==> config.mk <==
export PLATFORM = sky130hd
export DESIGN_NAME = ctrl_microondas_multistage_flat
export DESIGN_NICKNAME = d
export VERILOG_FILES = /design/src/rtl/ctrl_microondas_multistage_if.sv /design/src/rtl/ctrl_microondas_multistage.sv /design/src/flat_wrapper.sv
export SDC_FILE = /design/constraint.sdc
export NUM_CORES = 1
export LEC_CHECK = 0
export ABC_AREA = 1
export CORE_MARGIN = 4
export CORE_UTILIZATION = 63
export DETAILED_ROUTE_END_ITERATION = 8
export DONT_BUFFER_PORTS = 1
export GPL_ROUTABILITY_DRIVEN = 1
export HOLD_SLACK_MARGIN = 0.02
export PLACE_DENSITY = 0.79
export SYNTH_ARGS = -nofsm -noshare
export SYNTH_HDL_FRONTEND = slang
export SYNTH_SLANG_ARGS = --single-unit
==> constraint.sdc <==
create_clock -name clock -period 4.3 [get_ports clock]
set_input_delay 0.86 -clock clock [delete_from_list [all_inputs] [get_ports clock]]
set_output_delay 0.86 -clock clock [all_outputs]
set_load 0.01 [all_outputs]
==> src/rtl/ctrl_microondas_multistage_if.sv <==
// Front-panel and display/drive signal bundle for the multistage microwave controller.
// The controller uses the slave view; the panel side (or a bench) uses the master view.
`timescale 1ns/1ps
interface ctrl_microondas_multistage_if #(
  parameter int STAGES     = 2,
  parameter int PWR_LEVELS = 3,
  parameter int SECW       = 13
);
  localparam int CSW = (STAGES > 1) ? $clog2(STAGES) : 1;

  logic                  start;
  logic                  stop;
  logic                  pause;
  logic                  mais;
  logic                  menos;
  logic                  porta;
  logic                  sel_power;
  logic [1:0]            step_sel;
  logic [CSW-1:0]        stage_sel;
  logic [SECW-1:0]       remaining_sec;
  logic [CSW-1:0]        cur_stage;
  logic [PWR_LEVELS-1:0] potencia_oh;
  logic [3:0]            state;
  logic                  done;
  logic                  beep;

  modport master (
    output start, stop, pause, mais, menos, porta, sel_power, step_sel, stage_sel,
    input  remaining_sec, cur_stage, potencia_oh, state, done, beep
  );

  modport slave (
    input  start, stop, pause, mais, menos, porta, sel_power, step_sel, stage_sel,
    output remaining_sec, cur_stage, potencia_oh, state, done, beep
  );
endinterface

==> src/rtl/ctrl_microondas_multistage.sv <==
// Multistage microwave controller: programmable time/power stage table, 1 s countdown,
// door interlock, pause/resume and timed end-of-cook beep. All outputs are registered.
`timescale 1ns/1ps
module ctrl_microondas_multistage #(
  parameter int STAGES     = 2,
  parameter int PWR_LEVELS = 3,
  parameter int MAX_SEC    = 5999,
  parameter int SECW       = 13,
  parameter int TICK_DIV   = 100_000_000,
  parameter int BEEP_SEC   = 3
) (
  input  logic clock,
  input  logic reset,
  ctrl_microondas_multistage_if.slave bus
);
  localparam int CSW = (STAGES > 1) ? $clog2(STAGES) : 1;
  localparam int PSW = (TICK_DIV > 1) ? $clog2(TICK_DIV) : 1;
  localparam int PW  = $clog2(PWR_LEVELS + 1);

  typedef enum logic [3:0] {
    S_CONF   = 4'b0001,
    S_RUN    = 4'b0010,
    S_PAUSED = 4'b0100,
    S_DONE   = 4'b1000
  } state_t;

  state_t                state_r, state_next_s;
  logic [SECW-1:0]       stage_time_r [STAGES];
  logic [SECW-1:0]       stage_time_next_s [STAGES];
  logic [PW-1:0]         stage_pwr_r [STAGES];
  logic [PW-1:0]         stage_pwr_next_s [STAGES];
  logic [SECW-1:0]       remaining_r, remaining_next_s;
  logic [PSW-1:0]        presc_r, presc_next_s, presc_step_s;
  logic [CSW-1:0]        cur_stage_r, cur_stage_next_s;
  logic [4:0]            prev_r, buttons_s, ev_s;
  logic                  done_r, done_next_s, beep_r;
  logic [SECW-1:0]       disp_r, disp_next_s;
  logic [PWR_LEVELS-1:0] pot_r, pot_next_s;

  logic                  start_ev_s, stop_ev_s, pause_ev_s, mais_only_s, menos_only_s;
  logic                  tick_s, sel_ok_s;
  logic                  first_found_s, nxt_found_s;
  logic [CSW-1:0]        first_idx_s, nxt_idx_s;
  logic [31:0]           step_s, t32_s, inc32_s;
  logic [SECW-1:0]       time_inc_s, time_dec_s;
  logic [PW-1:0]         pwr_s, pwr_inc_s, pwr_dec_s;

  assign buttons_s    = {bus.start, bus.stop, bus.pause, bus.mais, bus.menos};
  assign ev_s         = buttons_s & ~prev_r;
  assign start_ev_s   = ev_s[4];
  assign stop_ev_s    = ev_s[3];
  assign pause_ev_s   = ev_s[2];
  assign mais_only_s  = ev_s[1] & ~ev_s[0];
  assign menos_only_s = ev_s[0] & ~ev_s[1];
  assign tick_s       = (presc_r == PSW'(TICK_DIV - 1));
  assign presc_step_s = tick_s ? '0 : presc_r + PSW'(1);
  assign sel_ok_s     = (int'(bus.stage_sel) < STAGES);

  // Saturating edit values for the selected stage.
  always_comb begin
    case (bus.step_sel)
      2'd0:    step_s = 32'd1;
      2'd1:    step_s = 32'd10;
      2'd2:    step_s = 32'd60;
      default: step_s = 32'd600;
    endcase
    t32_s      = 32'(stage_time_r[bus.stage_sel]);
    inc32_s    = t32_s + step_s;
    time_inc_s = (inc32_s > 32'(MAX_SEC)) ? SECW'(MAX_SEC) : SECW'(inc32_s);
    time_dec_s = (t32_s < step_s) ? '0 : SECW'(t32_s - step_s);
    pwr_s      = stage_pwr_r[bus.stage_sel];
    pwr_inc_s  = (pwr_s < PW'(PWR_LEVELS)) ? pwr_s + PW'(1) : pwr_s;
    pwr_dec_s  = (pwr_s > PW'(1)) ? pwr_s - PW'(1) : pwr_s;
  end

  // First programmed stage, and next programmed stage after the active one.
  always_comb begin
    first_found_s = 1'b0;
    first_idx_s   = '0;
    nxt_found_s   = 1'b0;
    nxt_idx_s     = '0;
    for (int i = 0; i < STAGES; i++) begin
      if (!first_found_s && (stage_time_r[i] != '0)) begin
        first_found_s = 1'b1;
        first_idx_s   = CSW'(i);
      end else begin
        first_found_s = first_found_s;
      end
      if (!nxt_found_s && (i > int'(cur_stage_r)) && (stage_time_r[i] != '0)) begin
        nxt_found_s = 1'b1;
        nxt_idx_s   = CSW'(i);
      end else begin
        nxt_found_s = nxt_found_s;
      end
    end
  end

  // Next-state, table edits and countdown.
  always_comb begin
    state_next_s      = state_r;
    remaining_next_s  = remaining_r;
    presc_next_s      = presc_r;
    cur_stage_next_s  = cur_stage_r;
    stage_time_next_s = stage_time_r;
    stage_pwr_next_s  = stage_pwr_r;
    done_next_s       = 1'b0;
    case (state_r)
      S_CONF: begin
        if (sel_ok_s && bus.sel_power) begin
          if (mais_only_s) begin
            stage_pwr_next_s[bus.stage_sel] = pwr_inc_s;
          end else if (menos_only_s) begin
            stage_pwr_next_s[bus.stage_sel] = pwr_dec_s;
          end else begin
            stage_pwr_next_s = stage_pwr_r;
          end
        end else if (sel_ok_s) begin
          if (mais_only_s) begin
            stage_time_next_s[bus.stage_sel] = time_inc_s;
          end else if (menos_only_s) begin
            stage_time_next_s[bus.stage_sel] = time_dec_s;
          end else begin
            stage_time_next_s = stage_time_r;
          end
        end else begin
          stage_time_next_s = stage_time_r;
        end
        if (start_ev_s && bus.porta && first_found_s) begin
          state_next_s     = S_RUN;
          cur_stage_next_s = first_idx_s;
          remaining_next_s = stage_time_r[first_idx_s];
          presc_next_s     = '0;
        end else begin
          state_next_s = S_CONF;
        end
      end
      S_RUN: begin
        if (stop_ev_s) begin
          state_next_s     = S_CONF;
          cur_stage_next_s = '0;
          remaining_next_s = '0;
          presc_next_s     = '0;
        end else if (!bus.porta || pause_ev_s) begin
          state_next_s = S_PAUSED;
        end else begin
          presc_next_s = presc_step_s;
          if (!tick_s) begin
            remaining_next_s = remaining_r;
          end else if (remaining_r > SECW'(1)) begin
            remaining_next_s = remaining_r - SECW'(1);
          end else if (nxt_found_s) begin
            cur_stage_next_s = nxt_idx_s;
            remaining_next_s = stage_time_r[nxt_idx_s];
          end else begin
            // remaining now counts beep seconds; the display is forced to 0 in DONE
            state_next_s     = S_DONE;
            done_next_s      = 1'b1;
            remaining_next_s = SECW'(BEEP_SEC);
          end
        end
      end
      S_PAUSED: begin
        if (stop_ev_s) begin
          state_next_s     = S_CONF;
          cur_stage_next_s = '0;
          remaining_next_s = '0;
          presc_next_s     = '0;
        end else if (bus.porta && (start_ev_s || pause_ev_s)) begin
          state_next_s = S_RUN;
        end else begin
          state_next_s = S_PAUSED;
        end
      end
      S_DONE: begin
        if (start_ev_s || stop_ev_s || pause_ev_s || !bus.porta) begin
          state_next_s     = S_CONF;
          cur_stage_next_s = '0;
          remaining_next_s = '0;
          presc_next_s     = '0;
        end else begin
          presc_next_s = presc_step_s;
          if (!tick_s) begin
            remaining_next_s = remaining_r;
          end else if (remaining_r > SECW'(1)) begin
            remaining_next_s = remaining_r - SECW'(1);
          end else begin
            state_next_s     = S_CONF;
            cur_stage_next_s = '0;
            remaining_next_s = '0;
            presc_next_s     = '0;
          end
        end
      end
      default: begin
        state_next_s     = S_CONF;
        cur_stage_next_s = '0;
        remaining_next_s = '0;
        presc_next_s     = '0;
      end
    endcase
  end

  // Output values, computed from next state so registered outputs line up with it.
  always_comb begin
    disp_next_s = remaining_next_s;
    pot_next_s  = '0;
    if (state_next_s == S_CONF) begin
      disp_next_s = sel_ok_s ? stage_time_next_s[bus.stage_sel] : '0;
    end else if (state_next_s == S_DONE) begin
      disp_next_s = '0;
    end else begin
      disp_next_s = remaining_next_s;
    end
    if (state_next_s == S_RUN) begin
      pot_next_s = PWR_LEVELS'(1'b1) << (stage_pwr_next_s[cur_stage_next_s] - PW'(1));
    end else begin
      pot_next_s = '0;
    end
  end

  // State, stage table and registered outputs.
  always_ff @(posedge clock or negedge reset) begin
    if (!reset) begin
      state_r     <= S_CONF;
      remaining_r <= '0;
      presc_r     <= '0;
      cur_stage_r <= '0;
      prev_r      <= '0;
      done_r      <= 1'b0;
      beep_r      <= 1'b0;
      disp_r      <= '0;
      pot_r       <= '0;
      for (int i = 0; i < STAGES; i++) begin
        stage_time_r[i] <= '0;
        stage_pwr_r[i]  <= PW'(1);
      end
    end else begin
      state_r      <= state_next_s;
      remaining_r  <= remaining_next_s;
      presc_r      <= presc_next_s;
      cur_stage_r  <= cur_stage_next_s;
      prev_r       <= buttons_s;
      done_r       <= done_next_s;
      beep_r       <= (state_next_s == S_DONE);
      disp_r       <= disp_next_s;
      pot_r        <= pot_next_s;
      stage_time_r <= stage_time_next_s;
      stage_pwr_r  <= stage_pwr_next_s;
    end
  end

  assign bus.state         = state_r;
  assign bus.cur_stage     = cur_stage_r;
  assign bus.remaining_sec = disp_r;
  assign bus.potencia_oh   = pot_r;
  assign bus.done          = done_r;
  assign bus.beep          = beep_r;
endmodule

==> src/flat_wrapper.sv <==
// flat-port wrapper written by rule: the top's interface ports become plain ports
module ctrl_microondas_multistage_flat 
#(
  parameter int STAGES     = 2,
  parameter int PWR_LEVELS = 3,
  parameter int MAX_SEC    = 5999,
  parameter int SECW       = 13,
  parameter int TICK_DIV   = 100_000_000,
  parameter int BEEP_SEC   = 3
)
  (clock, reset, bus_start, bus_stop, bus_pause, bus_mais, bus_menos, bus_porta, bus_sel_power, bus_step_sel, bus_stage_sel, bus_remaining_sec, bus_cur_stage, bus_potencia_oh, bus_state, bus_done, bus_beep);
  ctrl_microondas_multistage_if #(.STAGES(STAGES), .PWR_LEVELS(PWR_LEVELS), .SECW(SECW)) bus_i ();
  input  logic clock;
  input  logic reset;
  input wire logic [$bits(bus_i.start)-1:0] bus_start;
  input wire logic [$bits(bus_i.stop)-1:0] bus_stop;
  input wire logic [$bits(bus_i.pause)-1:0] bus_pause;
  input wire logic [$bits(bus_i.mais)-1:0] bus_mais;
  input wire logic [$bits(bus_i.menos)-1:0] bus_menos;
  input wire logic [$bits(bus_i.porta)-1:0] bus_porta;
  input wire logic [$bits(bus_i.sel_power)-1:0] bus_sel_power;
  input wire logic [$bits(bus_i.step_sel)-1:0] bus_step_sel;
  input wire logic [$bits(bus_i.stage_sel)-1:0] bus_stage_sel;
  output wire logic [$bits(bus_i.remaining_sec)-1:0] bus_remaining_sec;
  output wire logic [$bits(bus_i.cur_stage)-1:0] bus_cur_stage;
  output wire logic [$bits(bus_i.potencia_oh)-1:0] bus_potencia_oh;
  output wire logic [$bits(bus_i.state)-1:0] bus_state;
  output wire logic [$bits(bus_i.done)-1:0] bus_done;
  output wire logic [$bits(bus_i.beep)-1:0] bus_beep;
  assign bus_i.start = bus_start;
  assign bus_i.stop = bus_stop;
  assign bus_i.pause = bus_pause;
  assign bus_i.mais = bus_mais;
  assign bus_i.menos = bus_menos;
  assign bus_i.porta = bus_porta;
  assign bus_i.sel_power = bus_sel_power;
  assign bus_i.step_sel = bus_step_sel;
  assign bus_i.stage_sel = bus_stage_sel;
  assign bus_remaining_sec = bus_i.remaining_sec;
  assign bus_cur_stage = bus_i.cur_stage;
  assign bus_potencia_oh = bus_i.potencia_oh;
  assign bus_state = bus_i.state;
  assign bus_done = bus_i.done;
  assign bus_beep = bus_i.beep;
  ctrl_microondas_multistage #(.STAGES(STAGES), .PWR_LEVELS(PWR_LEVELS), .MAX_SEC(MAX_SEC), .SECW(SECW), .TICK_DIV(TICK_DIV), .BEEP_SEC(BEEP_SEC)) u_core (.clock(clock), .reset(reset), .bus(bus_i));
endmodule
# [Word-level counts from Yosys, hierarchy flattened]
# Cells that the tools add are included.
[word_totals] reg_bits=98 in_bits=12 out_inout_bits=23 wordCells=167
[classes] addsub=7 magnitude_cmp=11 eq_ne=13 shift=1 mux=95 bitwise_logic=10 n_reduce_logical=17
[ops] cell="13-bit two-way mux" n=27
[ops] cell="27-bit two-way mux" n=8
[ops] cell="27-bit case mux with 4 select lines" n=1
[ops] cell="26-bit two-way mux" n=4
[ops] cell="26-bit bitwise mux" n=2
[ops] cell="4-bit two-way mux" n=13
[ops] cell="13-bit case mux with 4 select lines" n=1
[ops] cell="32-bit by 13-bit greater-than comparator with 1-bit output (second input constant)" n=1
[ops] cell="10-bit case mux with 3 select lines" n=1
[ops] cell="27-bit by 1-bit adder with 27-bit output (second input constant)" n=1
[ops] cell="27-bit equality test (second input constant)" n=1
[ops] cell="13-bit nonzero test" n=2
[ops] cell="1-bit two-way mux" n=20
[ops] cell="2-bit two-way mux" n=10
[ops] cell="4-bit case mux with 4 select lines" n=1
[ops] cell="13-bit by 10-bit adder with 14-bit output" n=1
[ops] cell="13-bit demux with 1-bit select" n=1
[ops] cell="13-bit by 1-bit greater-than comparator with 1-bit output (second input constant)" n=1
[ops] cell="13-bit by 10-bit less-than comparator with 1-bit output" n=1
[ops] cell="13-bit by 1-bit subtractor with 13-bit output (second input constant)" n=1
[ops] cell="13-bit by 10-bit subtractor with 13-bit output" n=1
[ops] cell="4-bit bitwise mux" n=2
[ops] cell="4-bit by 1-bit equality test with 1-bit output (second input constant)" n=2
[ops] cell="4-bit by 2-bit equality test with 1-bit output (second input constant)" n=2
[ops] cell="other kinds (27)" n=49

# [Longest topological paths before layout]
# Gate-level depths: netlist of run 1.
[depth] word_depth=17 depth_mapped=28 depth_no_buf=26

# [Worst setup path after synthesis of run 1]
# Ideal clock, no wire load.
[synth_path] path_type="input to register" from="in bus_stage_sel" to="reg u_core.disp_r[8], in the netlist u_core.bus.remaining_sec[8]" arrival_ns=3.534 setup_slack_ns=0.648 cell_stages=23 n_path_buf=4 cell_sequence="buf_6 > buf_6 > clkbuf_1 > o21ai_0 > inv_1 > ha_1 > nand3_1 > nand3_1 > nand2_1 > nand2_2 > nand2_1 > nand2_1 > nand2_1 > nand2_2 > a21oi_4 > buf_6 > nand3_2 > nand2_1 > nand2_1 > nand2_1 > nand3_1 > nand3_1 > nand2_1"
[synth_via] elab_chain_len=15 word_cells_on_any_way=25 cone_classes="add/sub (2); order compare (4); mux (17); bitwise (1); reduce/logical (1)"
[synth_rtl] element="from (decl)" line="flat_wrapper.sv:23" rtl="input wire logic [$bits(bus_i.stage_sel)-1:0] bus_stage_sel;"
[synth_rtl] element="1-bit inverter with 2-bit output (not written as such) (*)"
[synth_rtl] element="13-bit two-way mux (not written as such) (3 in series)" line="ctrl_microondas_multistage.sv:67" rtl="t32_s = 32'(stage_time_r[bus.stage_sel]);"
[synth_rtl] element="13-bit by 10-bit adder with 14-bit output (tied with other cells)" line="ctrl_microondas_multistage.sv:68" rtl="inc32_s = t32_s + step_s;"
[synth_rtl] element="32-bit by 13-bit greater-than comparator with 1-bit output or 13-bit two-way mux (tied branches)" line="ctrl_microondas_multistage.sv:69, ctrl_microondas_multistage.sv:70"
[synth_rtl] element="13-bit two-way mux or 26-bit bitwise mux (tied branches)" line="ctrl_microondas_multistage.sv:69, ctrl_microondas_multistage.sv:121"
[synth_rtl] element="26-bit bitwise mux or 26-bit two-way mux (tied branches)" line="ctrl_microondas_multistage.sv:119, ctrl_microondas_multistage.sv:120"
[synth_rtl] element="26-bit two-way mux" line="ctrl_microondas_multistage.sv:118" rtl="if (mais_only_s) begin"
[synth_rtl] element="26-bit two-way mux" line="ctrl_microondas_multistage.sv:109" rtl="if (sel_ok_s && bus.sel_power) begin"
[synth_rtl] element="26-bit two-way mux" line="ctrl_microondas_multistage.sv:107" rtl="case (state_r)"
[synth_rtl] element="13-bit two-way mux (not written as such) (*) (3 in series)" line="ctrl_microondas_multistage.sv:208" rtl="disp_next_s = sel_ok_s ? stage_time_next_s[bus.stage_sel] : '0;"
[synth_rtl] element="13-bit two-way mux (*)" line="ctrl_microondas_multistage.sv:207" rtl="if (state_next_s == S_CONF) begin"
[synth_rtl] element="net u_core.disp_next_s[8]" line="ctrl_microondas_multistage.sv:37" rtl="logic [SECW-1:0] disp_r, disp_next_s;"
[synth_rtl] element="to (signal assigned)" line="ctrl_microondas_multistage.sv:245" rtl="disp_r <= disp_next_s;"
[synth_rtl] element="to (decl)" line="ctrl_microondas_multistage.sv:37"
# The timed path passes the listed nets; every way through them passes the cells marked *. The select of a mux whose other input is x is not followed.
# A chain may end at the register's enable or synchronous reset.

# [Final worst setup path of run 1]
[layout_path] from="reg u_core.stage_time_r[6] (netlist name)" to="reg u_core.presc_r[13]"
[layout_via] elab_chain_len=6
[layout_rtl] element="from (decl)" line="ctrl_microondas_multistage.sv:28" rtl="logic [SECW-1:0] stage_time_r [STAGES];"
[layout_rtl] element="from (signal assigned)" line="ctrl_microondas_multistage.sv:247" rtl="stage_time_r <= stage_time_next_s;"
[layout_rtl] element="13-bit nonzero test" line="ctrl_microondas_multistage.sv:83" rtl="if (!first_found_s && (stage_time_r[i] != '0)) begin"
[layout_rtl] element="1-bit logical AND" line="ctrl_microondas_multistage.sv:83"
[layout_rtl] element="1-bit two-way mux" line="ctrl_microondas_multistage.sv:83"
[layout_rtl] element="1-bit logical AND" line="ctrl_microondas_multistage.sv:128" rtl="if (start_ev_s && bus.porta && first_found_s) begin"
[layout_rtl] element="2-bit by 1-bit inequality test with 1-bit output (no line)"
[layout_rtl] element="3-bit AND reduction (no line)"
[layout_rtl] element="to (signal assigned)" line="ctrl_microondas_multistage.sv:240" rtl="presc_r <= presc_next_s;"
[layout_rtl] element="to (decl)" line="ctrl_microondas_multistage.sv:33" rtl="logic [PSW-1:0] presc_r, presc_next_s, presc_step_s;"
# No other way between the ends.

==> results.md, run 1 <==
- Port Buf Inserts: 0
- Mapped Nets: 1272
- TritonRoute pass-1 iters: 6
- Post-CTS Setup Bufs: 0
- Final net count: 1264
- Slew Limit Headroom: 0.371
- Non-filler instance count after layout: 1401
- Clock root cell: clkbuf_16
- Vias in the first global route: 7771
- ANT nets after route: 0
- Clock slew at reported path FFs: 0.07 ns
- Share of cells above drive strength 1: 0.0608
- Mapped Area: 8000 um^2
- CTS tree: yes
- Hold Path Class: primary input to async pin
- Final Setup Violations: 0
- Status: finished, final reports clean
- Period utilisation layout: 0.824
- Clock Sinks: 98
- Max Used Layer: met4
- Initial DRC count: 1075
- Dpl hpwl: 17700 um
- Ys Warns: 0
- Avg Inst Size Synth: 6.47 um^2
- Via Count: 8362
- First-pass GRT wire length: 38900 um
- Synth Instances: 1236
- Crit path launch type: register
- Peak supply drop: 397 uV
- CTS buffer count: 9
- Critical path cell sequence: inv_1, nand4_1, nor4_1, nand2_1, inv_1, nand2_1, nand2_1, nand2_1, nand2_2, inv_1, nand2_1, inv_1, a31oi_1, a21oi_1
- Core Region: 12200 um^2
- Die ar.: 14600 um^2
- Routability cong.: 0.989
- DRT met1 WL: 9630 um
- Commonest non-fill, non-tap cell in the layout: nand2_1
- Antenna violations before repair: 0
- WL per Instance: 17.2 um
- Die width: 121 um
- P&R area growth vs syn: 5.32%
- Std cell rows: 40
- Fin. max-slew vios: 0
- Slowest cell delay on critical path: 0.49 ns
- Cell total after placement: 1385
- Metal3 WL: 2490 um
- Top delay family on crit path: simple AND/OR/NAND/NOR gates
- RSZ-0062 raised after global routing: false
- Total negative slack: 0 ns
- Post-synth EDFFs: 0
- CP Max Fanout: 21
- Leak pwr: 4.25 nW
- DRC: 0
- Critical path class: register to register
- Gates resized, CTS repair: 0
- Post-synthesis register bit count: 98
- # fillers: 1125
- Final hold vios: 0
- Largest net degree at the start of global routing: 99
- Hold buffers post-CTS: 0
- Commonest cells after routing, fill and taps aside: 348 x nand2_1, 185 x inv_1, 102 x nand3_1
- Chip height: 121 um
- GRT Overall Usage: 0.336
- Global route overflow: 0
- MaxCap Viol Count: 0
- Worst EP arrival: 3.74 ns
- Starting density of the core: 0.655
- Multi-input logic area: 4620 um^2
- Ys flop type: dfrtp_1
- Post-synthesis sequential area ratio: 0.307
- Clk_lat worst skew: 0.35 ns
- DRT Wirelength: 24100 um
- Crit end category: register
- Asr flop ratio synth: 1.00
- Worst Tran Pin Value: 0.936 ns
- # diodes: 0
- CTS H-tree lvls: 3
- IO Count: 35
- Worst Path Buf+Inv: 4
- Drt via density: 5.97
- Sequential cell area: 2460 um^2
- Fmax achieved: 0.282 GHz
- Clk_skew: 0.00652 ns
- Crit path top cell by count: nand2_1
- Cell variety after synth: 56
- Routed wl met2: 10900 um
- Slowest CP cell: inv_1
- Power Density: 582 nW/um^2
- Largest buffer count on any clock path: 2
- Worst Path Required: 4.50 ns
- Period minus WS final: 3.54 ns
## cells in the mapped netlist, types with 3 or more instances
master | count | area, um^2
a21boi_0 | 16 | 120
a21oi_1 | 61 | 305
a22oi_1 | 3 | 22.5
and2_1 | 4 | 25.0
buf_2 | 10 | 50.1
buf_6 | 4 | 45.0
clkbuf_1 | 15 | 56.3
dfrtp_1 | 95 | 2380
dfstp_2 | 3 | 78.8
ha_1 | 22 | 275
inv_1 | 185 | 694
inv_2 | 7 | 26.3
nand2_1 | 348 | 1310
nand2_2 | 9 | 56.3
nand2_4 | 3 | 33.8
nand3_1 | 102 | 510
nand3_2 | 8 | 80.1
nand4_1 | 25 | 156
nor2_1 | 96 | 360
nor2_2 | 4 | 25.0
nor3_1 | 24 | 120
nor4_1 | 17 | 106
o2111ai_1 | 8 | 70.1
o211ai_1 | 3 | 22.5
o21ai_0 | 93 | 465
o21ai_1 | 4 | 20.0
o21bai_1 | 8 | 60.1
o22ai_1 | 5 | 31.3
xor2_1 | 19 | 166
## worst register-to-register path, cell delays in order, from the launching register on
cell and delay (ns):
dfrtp_1 0.40, inv_1 0.16, nand4_1 0.10, nor4_1 0.35, nand2_1 0.27, inv_1 0.11, nand2_1 0.06, nand2_1 0.11
nand2_1 0.11, nand2_2 0.17, inv_1 0.15, nand2_1 0.47, inv_1 0.50, a31oi_1 0.34, a21oi_1 0.08
## final timing paths
kind,start,endpoint,slack [ns],cells after the start
min,reset,u_core.presc_r[7],0.20,0
max in group asynchronous,reset,u_core.stage_pwr_r[0],3.87,0
min reg2reg,u_core.presc_r[21],u_core.presc_r[21],0.49,1
max,u_core.stage_time_r[6],u_core.presc_r[13],0.76,14
max reg2reg,u_core.stage_time_r[6],u_core.presc_r[13],0.76,14
min in group clock,u_core.presc_r[21],u_core.presc_r[21],0.49,1
## state kept, by name, summed over array words and instances (netlist names)
signal	cells
u_core.remaining_r	13
u_core.stage_time_r	26
u_core.bus.remaining_sec	13
u_core.bus.done	1
u_core.stage_pwr_r	4
u_core.prev_r	5
u_core.bus.beep	1
u_core.bus.state	4
u_core.presc_r	27
u_core.bus.potencia_oh	3
u_core.bus.cur_stage	1
## per-stage QoR
step	utilization	area, um^2	setup WS [ns]	hold WS [ns]	power [W]
floorplan	-	8000	0.648	0.434	0.00332
global placement	0.665	8120	0.553	0.451	0.00397
detailed placement	0.665	8120	0.493	0.480	0.00399
CTS	0.690	8430	0.854	0.194	0.00483
global route	0.690	8430	0.479	0.183	0.00528
finish	0.690	8430	0.758	0.201	0.00490
## power by group
part	switching, W	internal (W)	total (W)
combinational	0.00181	0.000788	0.00260
clock	0.000371	0.000472	0.000843
sequential	0.000270	0.00119	0.00146
## cells by family (layout without fill, tap and decap cells)
| logic type | count (synthesis) | count (layout) | synth area share |
|---|---|---|---|
| DFF | 98 | 98 | 0.307 |
| adders and majority gates | 24 | 24 | 0.0394 |
| and+or+nand+nor | 651 | 651 | 0.360 |
| muxes | 1 | 1 | 0.00125 |
| AOI/OAI and AO/OA | 215 | 215 | 0.155 |
| buffers and inverters | 227 | 224 | 0.115 |
| xor gates and xnor gates | 20 | 20 | 0.0219 |
## final cells by class
type / instances / share of cell area
clock buffer: 11 / 0.0288
clock inverter: 5 / 0.00728
inverter: 195 / 0.0873
multi-input combinational: 911 / 0.549
sequential: 98 / 0.291
tap: 168 / 0.0249
timing repair buffer: 13 / 0.0116
## layer usage
layer,vias up,GRT usage
met5,-,0
met4,0,0.151
met3,90,0.0781
met2,508,0.522
met1,3759,0.447
li1,4005,-
No activity file was read; power rests on OpenSTA's default activity.
==> run 2: changes to the inputs <==
- clock period: 4.3 -> 3.7 ns (I/O delays scaled with it)
==> run 2 against run 1 <==
  * Flip-flop and latch count unchanged
  * Setup slack worse by 0.26 ns
  * Final area is 1.2% higher
  * Utilization is 0.86 points higher
  * Worst hold slack lost 0.12 ns
  * Non-clock buffer count increased by 9
  * Die area unchanged
  * Via count increased by 0.72%
  * Global-route usage grew 1.2 points
  * Maximum frequency increased by 11%
==> results.md, run 2 (synthesis results as in run 1) <==
- Share of cells above drive strength 1: 0.0676
- Fin. max-slew vios: 0
- Status: finished, final reports clean
- Total negative slack: 0 ns
- Worst Path Required: 3.95 ns
- TritonRoute pass-1 iters: 5
- Routed wl met2: 11500 um
- Starting density of the core: 0.655
- Crit path launch type: register
- CTS H-tree lvls: 3
- Clock slew at reported path FFs: 0.07 ns
- ANT nets after route: 0
- Clk_lat worst skew: 0.36 ns
- Final net count: 1273
- Worst EP arrival: 3.45 ns
- Commonest non-fill, non-tap cell in the layout: nand2_1
- Clk_skew: 0.00841 ns
- Power Density: 686 nW/um^2
- Largest net degree at the start of global routing: 99
- Routability cong.: 1.02
- Peak supply drop: 460 uV
- Std cell rows: 40
- Critical path class: register to register
- Core Region: 12200 um^2
- Initial DRC count: 909
- Largest Register: u_core.presc_r
- MaxCap Viol Count: 0
- Antenna violations before repair: 0
- P&R area growth vs syn: 6.63%
- WL per Instance: 17.6 um
- Chip height: 121 um
- DRT Wirelength: 24800 um
- Die width: 121 um
- CP Max Fanout: 6
- Hold Path Class: primary input to async pin
- Port Buf Inserts: 0
- Period minus WS final: 3.20 ns
- Clock root cell: clkbuf_16
- Largest register FFs: 27
- GRT Overall Usage: 0.348
- Biggest regs: u_core.presc_r: 27 flops, u_core.stage_time_r: 26 flops
- Largest buffer count on any clock path: 2
- CTS buffer count: 9
- RSZ-0062 raised after global routing: false
- CTS tree: yes
- Hold buffers post-CTS: 0
- Via Count: 8422
- Commonest cells after routing, fill and taps aside: 348 x nand2_1, 185 x inv_1, 102 x nand3_1
- DRC: 0
- Global route overflow: 0
- Die ar.: 14600 um^2
- First-pass GRT wire length: 40000 um
- Slew Limit Headroom: 0.362
- Period utilisation layout: 0.865
- DRT met1 WL: 10400 um
- Worst Tran Pin Value: 0.954 ns
- Max Used Layer: met4
- Pre-CTS WS: 0.0867 ns
- Clock Sinks: 98
- Vias in the first global route: 8029
- Tot Pwr: 0.00585 W
- IO Count: 35
- Drt via density: 5.97
- Metal3 WL: 2100 um
- Crit end category: register
- Fmax achieved: 0.312 GHz
- Leak pwr: 4.31 nW
- Final hold vios: 0
- Dpl hpwl: 18100 um
- # diodes: 0
- Final Setup Violations: 0
- Post-route worst setup slack: 0.499 ns
==> run 2: cell types whose count changed in the layout (fill, tap and decap cells not counted) <==
cell       change
buf_12         +1
clkinv_4       +1
bufinv_16      +1
clkinv_2       -1
buf_4          +8
o21ai_1        +1
o21ai_0        -1
inv_6          -1
==> run 2: routing by layer <==
layer  vias up  GRT usage
li1       4021          -
met1      3891      0.453
met2       439      0.568
met3        71     0.0650
met4         0      0.147
met5         -          0
==> run 2: final timing paths <==
path	cells past startpoint	start	slack, ns	end
worst max-delay path	24	u_core.stage_time_r[0]	0.50	u_core.bus.remaining_sec[4]
worst min-delay path	0	reset	0.08	u_core.presc_r[6]
worst max register to register	24	u_core.stage_time_r[0]	0.50	u_core.bus.remaining_sec[4]
worst min register to register	1	u_core.presc_r[21]	0.47	u_core.presc_r[21]
max in group asynchronous	0	reset	3.38	u_core.stage_pwr_r[2]
min in group clock	0	bus_pause	0.41	u_core.prev_r[2]
==> run 2: power breakdown <==
| part | internal (W) | total, W | switching [W] | leakage [nW] |
|---|---|---|---|---|
| Combinational | 0.000968 | 0.00309 | 0.00212 | 2.91 |
| Sequential | 0.00138 | 0.00170 | 0.000324 | 1.23 |
| Clock | 0.000617 | 0.00106 | 0.000439 | 0.160 |
==> run 2: worst max-delay path, cell delays in order, from the launching register on <==
cell and delay, ns:
dfrtp_1 0.38, inv_1 0.13, nand2_1 0.08, o21ai_0 0.11, inv_1 0.08, ha_1 0.18, inv_1 0.06, fa_1 0.38
inv_1 0.06, nand2_1 0.06, nand2_1 0.09, and2_1 0.18, xor2_1 0.27, nand3_1 0.12, nand2_1 0.10, nand4_2 0.13
buf_4 0.19, nand2_1 0.06, inv_1 0.05, nand3_1 0.07, nand2_1 0.05, nand3_1 0.07, nand2_1 0.09, nand2_1 0.07
nand2_1 0.05
==> run 2: metrics by stage <==
step           utilization  cells  area, um^2  hold slack (ns)
3_5_place_dp         0.672   1394        8200            0.447
6_report             0.699   1410        8530           0.0768
4_1_cts              0.699   1410        8530           0.0683
2_1_floorplan            -   1236        8000            0.434
3_3_place_gp         0.672   1394        8200            0.447
5_1_grt              0.699   1410        8530           0.0626
==> run 2: timing repair <==
item / 4_1_cts / 5_1_grt
endpoints found under the setup margin: 0 / 3
resized for setup: 0 / 1
setup buffers: 0 / 0
==> run 2: final cells by class <==
cell class                      instances  area [um^2]
Tap cell                              168          210
Clock buffer                           11          243
Fill cell                            1124         3680
Timing Repair Buffer                   22          178
Clock inverter                          5         86.3
Inverter                              195          736
Sequential cell                        98         2460
Multi-Input combinational cell        911         4620
==> run 3: changes to the inputs <==
--- a/constraint.sdc
+++ b/constraint.sdc
@@ -3,2 +3,2 @@
 set_output_delay 0.74 -clock clock [all_outputs]
-set_load 0.01 [all_outputs]
+set_load 0.05 [all_outputs]
==> run 3 against run 2 <==
  * Die area unchanged
  * Global-route usage shrank 1.0 points
  * Maximum frequency fell by 1.9%
  * Non-clock buffer count up 4
  * Flip-flop and latch count unchanged
  * Total power increased by 2.8%
  * Critical endpoint is now u_core.bus.remaining_sec[1]
  * Largest cell class unchanged
  * Highest routed layer unchanged
==> results.md, run 3 (synthesis results as in run 1) <==
- Status: finished, final reports clean
- Std cell rows: 40
- Global route overflow: 0
- CTS buffer count: 9
- Multi-input logic area: 4620 um^2
- Critical path cell sequence: o21ai_0, inv_1, ha_1, nor2_1, nand2_1, nand2_1, nand3_1, nand4_1, nand2_1, inv_1, nor2_1, or2_2, o21ai_0, inv_1, nand2_1, nand3_1, nand2_1, nand2_1, nand2_1
- Pre-CTS WS: 0.160 ns
- Hold buffers post-CTS: 0
- Final hold vios: 0
- Clk_skew: 0.00851 ns
- Top delay family on crit path: simple AND/OR/NAND/NOR gates
- CTS tree: yes
- Hold Path Class: primary input to async pin
- Chip height: 121 um
- GRT Overall Usage: 0.337
- Fmax achieved: 0.307 GHz
- Period minus WS final: 3.26 ns
- Switching share of power: 0.526
- Commonest cells after routing, fill and taps aside: 348 x nand2_1, 185 x inv_1, 102 x nand3_1
- Clock power frac: 0.157
- Slowest cell delay on critical path: 0.54 ns
- Fin. max-slew vios: 0
- WL per Instance: 17.0 um
- Largest buffer count on any clock path: 2
- DRC: 0
- Biggest regs: u_core.presc_r: 27 flops, u_core.stage_time_r: 26 flops
- Peak supply drop: 500 uV
- # fillers: 1141
- Worst Path Buf+Inv: 3
- Post-CTS Setup Bufs: 0
- DRT Wirelength: 24100 um
- Combinational power share: 0.519
- Crit path top cell by count: nand2_1
- Worst EP arrival: 3.56 ns
- Sequential share of power: 0.325
- Die ar.: 14600 um^2
- IO Count: 35
- DP Area: 8230 um^2
- Crit path launch type: register
- Slew Limit Headroom: 0.390
- First-pass GRT wire length: 38900 um
- Leak pwr: 4.31 nW
- Post-route worst setup slack: 0.437 ns
- Initial DRC count: 870
- Die width: 121 um
- Internal Power: 0.00285 W
- Final Setup Violations: 0
- Via Count: 8371
- Largest Register: u_core.presc_r
- Largest register FFs: 27
- Antenna violations before repair: 0
- Clock root cell: clkbuf_16
- Dpl hpwl: 18000 um
- RSZ-0062 raised after global routing: false
- Worst Tran Pin Value: 0.906 ns
- CTS H-tree lvls: 3
- Share of cells above drive strength 1: 0.0706
- Gates resized, CTS repair: 0
- Final net count: 1277
- Crit end category: register
- Slowest CP cell: o21ai_0
- Period utilisation layout: 0.882
- Total negative slack: 0 ns
- P&R area growth vs syn: 6.52%
- Sequential cell area: 2460 um^2
- MaxCap Viol Count: 0
- Commonest non-fill, non-tap cell in the layout: nand2_1
- Clock slew at reported path FFs: 0.07 ns
- Final Cell Area: 8520 um^2
- Power Density: 706 nW/um^2
- TritonRoute pass-1 iters: 8
- Routability cong.: 1.04
- Worst Path Required: 4.00 ns
- Drt via density: 5.92
- Clock Sinks: 98
- Clk_lat worst skew: 0.36 ns
- Starting density of the core: 0.655
- # diodes: 0
- CP Max Fanout: 4
- Post-layout util: 0.698
- Port Buf Inserts: 0
- Core Region: 12200 um^2
- ANT nets after route: 0
- Critical path class: register to register
- Sw power: 0.00316 W
- Largest net degree at the start of global routing: 99
- Vias in the first global route: 7962
==> run 3: final cells by class <==
| type | instances | share of cell area |
|---|---|---|
| clock buffer | 12 | 0.0301 |
| sequential | 98 | 0.288 |
| multi-input combinational | 911 | 0.542 |
| inverter | 195 | 0.0863 |
| clock inverter | 4 | 0.00396 |
| tap | 168 | 0.0247 |
| timing repair buffer | 26 | 0.0244 |
==> run 3: path summary, 6_finish.rpt <==
path / endpoint / slack, ns / cells after the start / from
hold / removal: u_core.presc_r[7] / 0.08 / 0 / reset
max in group asynchronous: u_core.bus.state[0] / 3.38 / 0 / reset
setup / recovery: u_core.bus.remaining_sec[1] / 0.44 / 19 / u_core.stage_time_r[14]
setup reg to reg: u_core.bus.remaining_sec[1] / 0.44 / 19 / u_core.stage_time_r[14]
hold reg to reg: u_core.presc_r[21] / 0.48 / 1 / u_core.presc_r[21]
min in group clock: u_core.prev_r[4] / 0.41 / 0 / bus_start
==> run 3: layer usage <==
layer  vias to the layer above  track usage  routed length [um]
li1                       4016            -                   -
met1                      3806        0.444                9950
met2                       451        0.539               11000
met3                        98       0.0472                2020
met4                         0        0.181                1090
met5                         -            0                   0
==> run 3: power by group through the flow <==
stage                     logic, W  clock network [W]  registers, W
after global placement     0.00301                  0       0.00195
after global routing       0.00347           0.000989       0.00198
final                      0.00312           0.000942       0.00195
after floorplan            0.00225                  0       0.00188
after CTS                  0.00304           0.000947       0.00194
after detailed placement   0.00303                  0       0.00196
==> run 3: worst register-to-register path: stages (launching register included) <==
cell and delay [ns]:
dfrtp_1 0.40, o21ai_0 0.54, inv_1 0.14, ha_1 0.37
nor2_1 0.10, nand2_1 0.08, nand2_1 0.12, nand3_1 0.13
nand4_1 0.14, nand2_1 0.12, inv_1 0.09, nor2_1 0.09
or2_2 0.29, o21ai_0 0.16, inv_1 0.07, nand2_1 0.06
nand3_1 0.06, nand2_1 0.13, nand2_1 0.06, nand2_1 0.07
==> run 3: through the flow <==
stage | instances | hold WS (ns) | power, W
floorplan | 1236 | 0.434 | 0.00413
global placement | 1398 | 0.447 | 0.00496
detailed placement | 1398 | 0.447 | 0.00498
CTS | 1414 | 0.0677 | 0.00593
global route | 1414 | 0.0650 | 0.00643
finish | 1414 | 0.0770 | 0.00601
